## src/rtl/imem_load_ctrl_if.sv

```systemverilog
`default_nettype none
// ============================================================================
// Module   : imem_load_ctrl_if
// Brief    : Byte-stream, CPU fetch and instruction-memory write signals of
//            the instruction-memory load controller, grouped in one bundle.
//            load_err exists only when IMEM_LOAD_CHECKSUM_EN is defined.
// Revision : 1.0 - initial release
// ============================================================================
interface imem_load_ctrl_if #(
  parameter int ADDR_W = 4
);
  logic              load_start;
  logic [7:0]        byte_in;
  logic              byte_valid;
  logic              byte_ready;
  logic [31:0]       cpu_pc;
  logic              cpu_stall;
  logic [ADDR_W-1:0] mem_addr;
  logic              mem_we;
  logic [31:0]       mem_wdata;
  logic              load_done;
`ifdef IMEM_LOAD_CHECKSUM_EN
  logic              load_err;
`endif

  // System side: byte source, CPU and memory observer
  modport master (
    output load_start, byte_in, byte_valid, cpu_pc,
    input  byte_ready, cpu_stall, mem_addr, mem_we, mem_wdata, load_done
`ifdef IMEM_LOAD_CHECKSUM_EN
    , input load_err
`endif
  );

  // Controller side
  modport slave (
    input  load_start, byte_in, byte_valid, cpu_pc,
    output byte_ready, cpu_stall, mem_addr, mem_we, mem_wdata, load_done
`ifdef IMEM_LOAD_CHECKSUM_EN
    , output load_err
`endif
  );
endinterface
`default_nettype wire

```

## src/rtl/imem_load_ctrl.sv

```systemverilog
`default_nettype none
// ============================================================================
// Module   : imem_load_ctrl
// Brief    : Owns the instruction-memory address/write port. Streams a
//            program in as bytes, packs little-endian 32-bit words, writes
//            them from word 0 upward while stalling the CPU, then hands the
//            address port back to the CPU fetch path (PC >> 2).
//            Optional macro IMEM_LOAD_CHECKSUM_EN adds a trailing checksum
//            word and the load_err output.
// Revision : 1.0 - initial release
// ============================================================================
module imem_load_ctrl #(
  parameter int ADDR_W     = 4,
  parameter int LOAD_WORDS = 16
) (
  input  logic              clk,
  input  logic              reset,
  imem_load_ctrl_if.slave   bus
);

`ifdef IMEM_LOAD_CHECKSUM_EN
  typedef enum logic [2:0] {
    S_IDLE  = 3'd0,
    S_LOAD  = 3'd1,
    S_WRITE = 3'd2,
    S_CHECK = 3'd3,
    S_DONE  = 3'd4
  } state_t;
`else
  typedef enum logic [1:0] {
    S_IDLE  = 2'd0,
    S_LOAD  = 2'd1,
    S_WRITE = 2'd2,
    S_DONE  = 2'd3
  } state_t;
`endif

  // One extra bit so a full-depth image terminates without wrapping to 0
  localparam logic [ADDR_W:0] c_LOAD_WORDS = (ADDR_W+1)'(LOAD_WORDS);
  localparam logic [ADDR_W:0] c_WORD_ONE   = (ADDR_W+1)'(1);

  state_t            r_state;
  logic              r_byte_ready;
  logic              r_cpu_stall;
  logic              r_mem_we;
  logic [31:0]       r_mem_wdata;
  logic              r_load_done;
  logic [1:0]        r_byte_cnt;
  logic [ADDR_W:0]   r_word_cnt;
  // Lanes 0..2 of the word being assembled; lane 3 comes straight from byte_in
  logic [23:0]       r_word;
`ifdef IMEM_LOAD_CHECKSUM_EN
  logic [31:0]       r_sum;
  logic              r_load_err;
`endif

  logic              w_xfer;
  logic [31:0]       w_word_full;
  logic [ADDR_W:0]   w_word_cnt_nxt;
  logic              w_unused_pc;

  assign w_xfer         = bus.byte_valid & r_byte_ready;
  assign w_word_full    = {bus.byte_in, r_word};
  assign w_word_cnt_nxt = r_word_cnt + c_WORD_ONE;
  // Byte offset and PC bits above the memory depth are deliberately dropped
  assign w_unused_pc    = ^{bus.cpu_pc[31:ADDR_W+2], bus.cpu_pc[1:0]};

  // CPU fetch owns the address port only while idle
  assign bus.mem_addr   = (r_state == S_IDLE) ? bus.cpu_pc[ADDR_W+1:2]
                                              : r_word_cnt[ADDR_W-1:0];
  assign bus.byte_ready = r_byte_ready;
  assign bus.cpu_stall  = r_cpu_stall;
  assign bus.mem_we     = r_mem_we;
  assign bus.mem_wdata  = r_mem_wdata;
  assign bus.load_done  = r_load_done;
`ifdef IMEM_LOAD_CHECKSUM_EN
  assign bus.load_err   = r_load_err;
`endif

  // Load sequencer: byte assembly, word writes and registered handshake outputs
  always_ff @(posedge clk) begin
    if (reset) begin
      r_state      <= S_IDLE;
      r_byte_ready <= 1'b0;
      r_cpu_stall  <= 1'b0;
      r_mem_we     <= 1'b0;
      r_mem_wdata  <= 32'd0;
      r_load_done  <= 1'b0;
      r_byte_cnt   <= 2'd0;
      r_word_cnt   <= '0;
      r_word       <= 24'd0;
`ifdef IMEM_LOAD_CHECKSUM_EN
      r_sum        <= 32'd0;
      r_load_err   <= 1'b0;
`endif
    end else begin
      // Strobes default low; only the transitions below raise them
      r_mem_we    <= 1'b0;
      r_load_done <= 1'b0;

      // Lane placement for bytes 0..2 in both LOAD and CHECK
      if (w_xfer) begin
        case (r_byte_cnt)
          2'd0:    r_word[7:0]   <= bus.byte_in;
          2'd1:    r_word[15:8]  <= bus.byte_in;
          2'd2:    r_word[23:16] <= bus.byte_in;
          default: ;
        endcase
        r_byte_cnt <= r_byte_cnt + 2'd1;
      end

      case (r_state)
        S_IDLE: begin
          r_cpu_stall <= 1'b0;
          if (bus.load_start) begin
            r_state      <= S_LOAD;
            r_byte_ready <= 1'b1;
            r_cpu_stall  <= 1'b1;
            r_byte_cnt   <= 2'd0;
            r_word_cnt   <= '0;
            r_word       <= 24'd0;
`ifdef IMEM_LOAD_CHECKSUM_EN
            r_sum        <= 32'd0;
            r_load_err   <= 1'b0;
`endif
          end
        end

        S_LOAD: begin
          if (w_xfer && (r_byte_cnt == 2'd3)) begin
            r_mem_wdata  <= w_word_full;
            r_mem_we     <= 1'b1;
            r_byte_ready <= 1'b0;
            r_state      <= S_WRITE;
          end
        end

        S_WRITE: begin
          r_word_cnt <= w_word_cnt_nxt;
`ifdef IMEM_LOAD_CHECKSUM_EN
          r_sum      <= r_sum + r_mem_wdata;
`endif
          if (w_word_cnt_nxt == c_LOAD_WORDS) begin
`ifdef IMEM_LOAD_CHECKSUM_EN
            r_state      <= S_CHECK;
            r_byte_ready <= 1'b1;
`else
            r_state      <= S_DONE;
            r_load_done  <= 1'b1;
`endif
          end else begin
            r_state      <= S_LOAD;
            r_byte_ready <= 1'b1;
          end
        end

`ifdef IMEM_LOAD_CHECKSUM_EN
        S_CHECK: begin
          if (w_xfer && (r_byte_cnt == 2'd3)) begin
            r_load_err   <= (w_word_full != r_sum);
            r_byte_ready <= 1'b0;
            r_load_done  <= 1'b1;
            r_state      <= S_DONE;
          end
        end
`endif

        S_DONE: begin
          r_state     <= S_IDLE;
          r_cpu_stall <= 1'b0;
        end

        default: begin
          r_state      <= S_IDLE;
          r_byte_ready <= 1'b0;
          r_cpu_stall  <= 1'b0;
        end
      endcase
    end
  end

endmodule
`default_nettype wire

```

## src/flat_wrapper.sv

```systemverilog
// flat-port wrapper written by rule: the top's interface ports become plain ports
module imem_load_ctrl_flat 
#(
  parameter int ADDR_W     = 4,
  parameter int LOAD_WORDS = 16
)
  (clk, reset, bus_load_start, bus_byte_in, bus_byte_valid, bus_cpu_pc, bus_byte_ready, bus_cpu_stall, bus_mem_addr, bus_mem_we, bus_mem_wdata, bus_load_done);
  imem_load_ctrl_if #(.ADDR_W(ADDR_W)) bus_i ();
  input  logic clk;
  input  logic reset;
  input wire logic [$bits(bus_i.load_start)-1:0] bus_load_start;
  input wire logic [$bits(bus_i.byte_in)-1:0] bus_byte_in;
  input wire logic [$bits(bus_i.byte_valid)-1:0] bus_byte_valid;
  input wire logic [$bits(bus_i.cpu_pc)-1:0] bus_cpu_pc;
  output wire logic [$bits(bus_i.byte_ready)-1:0] bus_byte_ready;
  output wire logic [$bits(bus_i.cpu_stall)-1:0] bus_cpu_stall;
  output wire logic [$bits(bus_i.mem_addr)-1:0] bus_mem_addr;
  output wire logic [$bits(bus_i.mem_we)-1:0] bus_mem_we;
  output wire logic [$bits(bus_i.mem_wdata)-1:0] bus_mem_wdata;
  output wire logic [$bits(bus_i.load_done)-1:0] bus_load_done;
  assign bus_i.load_start = bus_load_start;
  assign bus_i.byte_in = bus_byte_in;
  assign bus_i.byte_valid = bus_byte_valid;
  assign bus_i.cpu_pc = bus_cpu_pc;
  assign bus_byte_ready = bus_i.byte_ready;
  assign bus_cpu_stall = bus_i.cpu_stall;
  assign bus_mem_addr = bus_i.mem_addr;
  assign bus_mem_we = bus_i.mem_we;
  assign bus_mem_wdata = bus_i.mem_wdata;
  assign bus_load_done = bus_i.load_done;
  imem_load_ctrl #(.ADDR_W(ADDR_W), .LOAD_WORDS(LOAD_WORDS)) u_core (.clk(clk), .reset(reset), .bus(bus_i));
endmodule
```

## config.mk

```make
export PLATFORM = sky130hd
export DESIGN_NAME = imem_load_ctrl_flat
export DESIGN_NICKNAME = d
export VERILOG_FILES = /design/src/rtl/imem_load_ctrl_if.sv /design/src/rtl/imem_load_ctrl.sv /design/src/flat_wrapper.sv
export SDC_FILE = /design/constraint.sdc
export NUM_CORES = 1
export LEC_CHECK = 0
export BUFFER_PORTS_ARGS = -buffer_cell sky130_fd_sc_hd__buf_2
export CAP_MARGIN = 20
export CORE_ASPECT_RATIO = 0.6
export CORE_MARGIN = 4
export CORE_UTILIZATION = 50
export CTS_CLUSTER_DIAMETER = 80
export CTS_CLUSTER_SIZE = 24
export DETAILED_ROUTE_END_ITERATION = 10
export PLACE_DENSITY = 0.78
export SETUP_SLACK_MARGIN = 0.2
export SYNTH_ARGS = -nofsm -noshare
export SYNTH_HDL_FRONTEND = slang
export SYNTH_SLANG_ARGS = --single-unit
```

## constraint.sdc

```tcl
create_clock -name clk -period 1.8 [get_ports clk]
set_input_delay 0.54 -clock clk [delete_from_list [all_inputs] [get_ports clk]]
set_output_delay 0.54 -clock clk [all_outputs]
set_load 0.03 [all_outputs]
```

==> impl_metrics.env <==
export IMPL_grt_total_usage_pct=20.4
export IMPL_syn_area_per_cell_um2=8.16
export IMPL_via_per_inst=5.17
export IMPL_critPathLaunchType="register"
export IMPL_cp_arrival_ps=1400
export IMPL_final_cell_mix="nand2_1, dfxtp_1, a21oi_1, buf_2, nand3_1"
export IMPL_ys_types=31
export IMPL_start_util_pct=52.9
export IMPL_worstReg2RegEnd="u_core.bus.byte_ready$_SDFFE_PP0P_"
export IMPL_cts_tree="built"
export IMPL_grt_setup_unrepaired="yes"
export IMPL_drv_cap=0
export IMPL_synth_area_um2=2730
export IMPL_drtIter0Drc=140
export IMPL_synth_edf_count=0
export IMPL_max_freq_mhz=514
export IMPL_crit_path_max_incr_delay_ps=320
export IMPL_die_w_um=103
export IMPL_gp_congestion=0.809
export IMPL_grt_overflow=0
export IMPL_drc=0
export IMPL_slew_headroom_pct=73.1
export IMPL_firstDrtPassIters=4
export IMPL_die_area_um2=6740
export IMPL_die_y_um=65.2
export IMPL_clock_latency_ps=340
export IMPL_finClkSkew_ps=4.58
export IMPL_root_buffer="clkbuf_8"
export IMPL_final_area_um2=3430
export IMPL_cts_htree_levels=3
export IMPL_route_met2_wl_mm=2.76
export IMPL_highest_layer="met4"
export IMPL_reg2reg_slack_ps=250
export IMPL_period_minus_slack_ps=1940
export IMPL_cts_hold_fix_buffers=0
export IMPL_finalHoldViolCount=0
export IMPL_hold_depth=2
export IMPL_drtAntennaViolNets=0
export IMPL_crit_slowest_cell="dfxtp_2"
export IMPL_synth_cells=334
export IMPL_path_max_fanout=5
export IMPL_endpoint_kind="output port"
export IMPL_layout_cells_most_common="nand2_1"
export IMPL_min_to="u_core.bus.mem_wdata[16]$_SDFFE_PP0P_"
export IMPL_dpl_instance_area_um2=3120
export IMPL_n_antenna_cell=0
export IMPL_setup_viol=4
export IMPL_synth_nets=387
export IMPL_wl_met3_um=524
export IMPL_cts_buffers=9
export IMPL_worstRegToRegCells=7
export IMPL_violations="negative setup slack"
export IMPL_worst_slack_ps=-144
export IMPL_yosysSeqAreaShare_pct=50.7
export IMPL_total_power_uw=4030
export IMPL_ioPinCount=84
export IMPL_grt_pass1_vias=2169
export IMPL_synthArstFlopShare_pct=0
export IMPL_place_detailed_hpwl_mm=4.58
export IMPL_grt_max_degree=33
export IMPL_outcome="finished with violations"
export IMPL_crit_chain="inv_2, ha_4, mux2_4, buf_6"
export IMPL_synth_top_flop_cell="dfxtp_1"
export IMPL_via_count=2395
export IMPL_antenna_found_initial=0
export IMPL_ir_worst_vdd_mv=0.794
export IMPL_p_per_area_nw_per_um2=1180
export IMPL_clock_sinks=69
export IMPL_grt_pass1_wl_mm=10.6
export IMPL_cp_num_cells=4
export IMPL_yosys_warnings=0
export IMPL_leakagePower_uw=0.00135
export IMPL_syn_to_final_growth_pct=25.7
export IMPL_tightest_slew_ps=403
export IMPL_drt_total_wl_mm=6.43
export IMPL_core_rowCount=20
export IMPL_drive_above_1_share_pct=26.2
export IMPL_worstHoldPathType="register to register"
export IMPL_holdCritStartpoint="u_core.bus.mem_wdata[16]$_SDFFE_PP0P_"
export IMPL_nNetsFinal=445
export IMPL_core_um2=5150
export IMPL_fin_crit_sh_pct=108
export IMPL_cp_num_buf_inv=2
export IMPL_drv_slew=0
export IMPL_io_buffers=55
export IMPL_path_class="register to output port"
export IMPL_worstPathRequired_ps=1260
export IMPL_timing_rr_start="u_core.r_state[0]$_SDFFE_PP0P_"
export IMPL_critPathTopFamily="flip-flops"
export IMPL_routedWlPerCell_um=13.9
export IMPL_cts_clk_slew_worst_paths_ps=70
export IMPL_clock_path_buffers=2
export IMPL_ys_ff_latch=69
export IMPL_wl_met1_mm=3.11
area by class of cell:
cell class / count / area (µm²)
fillers: 439 / 1730
flip-flops and latches: 69 / 1390
multi-input cells: 238 / 1280
repair buffers: 69 / 430
clock buffers: 11 / 151
well taps: 66 / 82.6
clock inverters: 5 / 81.3
inverters: 5 / 18.8
cell usage after synthesis, types with 2 or more instances:
| master | count | area, µm² |
|---|---|---|
| nand2_1 | 96 | 360 |
| dfxtp_1 | 69 | 1380 |
| a21oi_1 | 60 | 300 |
| nand3_1 | 28 | 140 |
| nor2_1 | 11 | 41.3 |
| buf_2 | 10 | 50.1 |
| clkbuf_1 | 9 | 33.8 |
| ha_1 | 9 | 113 |
| inv_1 | 5 | 18.8 |
| mux2_2 | 4 | 45.0 |
| and2_1 | 3 | 18.8 |
| buf_4 | 3 | 22.5 |
| nand2b_1 | 3 | 18.8 |
| o21ai_0 | 3 | 15.0 |
| mux2i_1 | 2 | 20.0 |
| nor2b_1 | 2 | 12.5 |
| nor3_1 | 2 | 10.0 |
| xnor2_1 | 2 | 17.5 |
per-stage QoR:
step	utilization (%)	TNS, ps	setup slack, ps	hold slack (ps)	std cells
after global placement	60.5	0	56.4	438	446
after CTS	65.8	-612	-159	454	462
after floorplan	-	0	204	432	334
after global routing	66.5	-768	-195	472	463
after detailed placement	60.5	0	6.31	446	446
final	66.5	-565	-144	452	463
worst max path at each step:
stage,start,end
3_3_place_gp,u_core.r_state[1]$_SDFFE_PP0P_,bus_mem_addr[2]
3_5_place_dp,u_core.r_state[1]$_SDFFE_PP0P_,bus_mem_addr[2]
6_report,u_core.r_state[1]$_SDFFE_PP0P_,bus_mem_addr[2]
4_1_cts,u_core.r_state[1]$_SDFFE_PP0P_,bus_mem_addr[2]
2_1_floorplan,u_core.r_state[1]$_SDFFE_PP0P_,bus_mem_addr[0]
5_1_grt,u_core.r_state[1]$_SDFFE_PP0P_,bus_mem_addr[1]
logic make-up after synthesis:
family / share of synthesized area (%)
multiplexers: 2.94
flip-flops: 50.7
AO/OA/AOI/OAI: 13.7
buffers and inverters: 4.59
adder cells (fa/ha/maj): 4.13
XOR/XNOR: 0.964
AND/OR/NAND/NOR: 23.0
state kept, by name (all words and copies together) (netlist names):
name / cells
u_core.bus.mem_wdata: 32
u_core.r_word: 24
u_core.r_word_cnt: 5
u_core.r_byte_cnt: 2
u_core.r_state: 2
u_core.bus.byte_ready: 1
u_core.bus.cpu_stall: 1
u_core.bus.load_done: 1
u_core.bus.mem_we: 1
power by group:
part	switching, µW	internal [µW]	leakage (µW)
Sequential	42.8	1590	0.000558
Combinational	529	429	0.000677
Clock	585	858	0.000116
Total	1160	2870	0.00135
metal layers:
layer | GRT usage [%] | up-vias
met5 | 0 | -
met3 | 6.89 | 4
met1 | 29.0 | 1094
met4 | 4.85 | 0
met2 | 29.9 | 71
li1 | - | 1226
worst reg2reg max path: cells and delay by family (launching register included):
kind,cells,cell delay (ps)
AO/OA/AOI/OAI,1,250
adder cells (fa/ha/maj),1,180
buffers and inverters,2,210
flip-flops,1,350
multiplexers,1,310
AND/OR/NAND/NOR,2,150
repair_timing:
item / in CTS / in global routing
resized for setup: 13 / 6
pin swaps: 1 / 2
setup endpoints to repair: 12 / 13
buffers inserted: 0 / 1
Power figures use the tool's default switching activity.
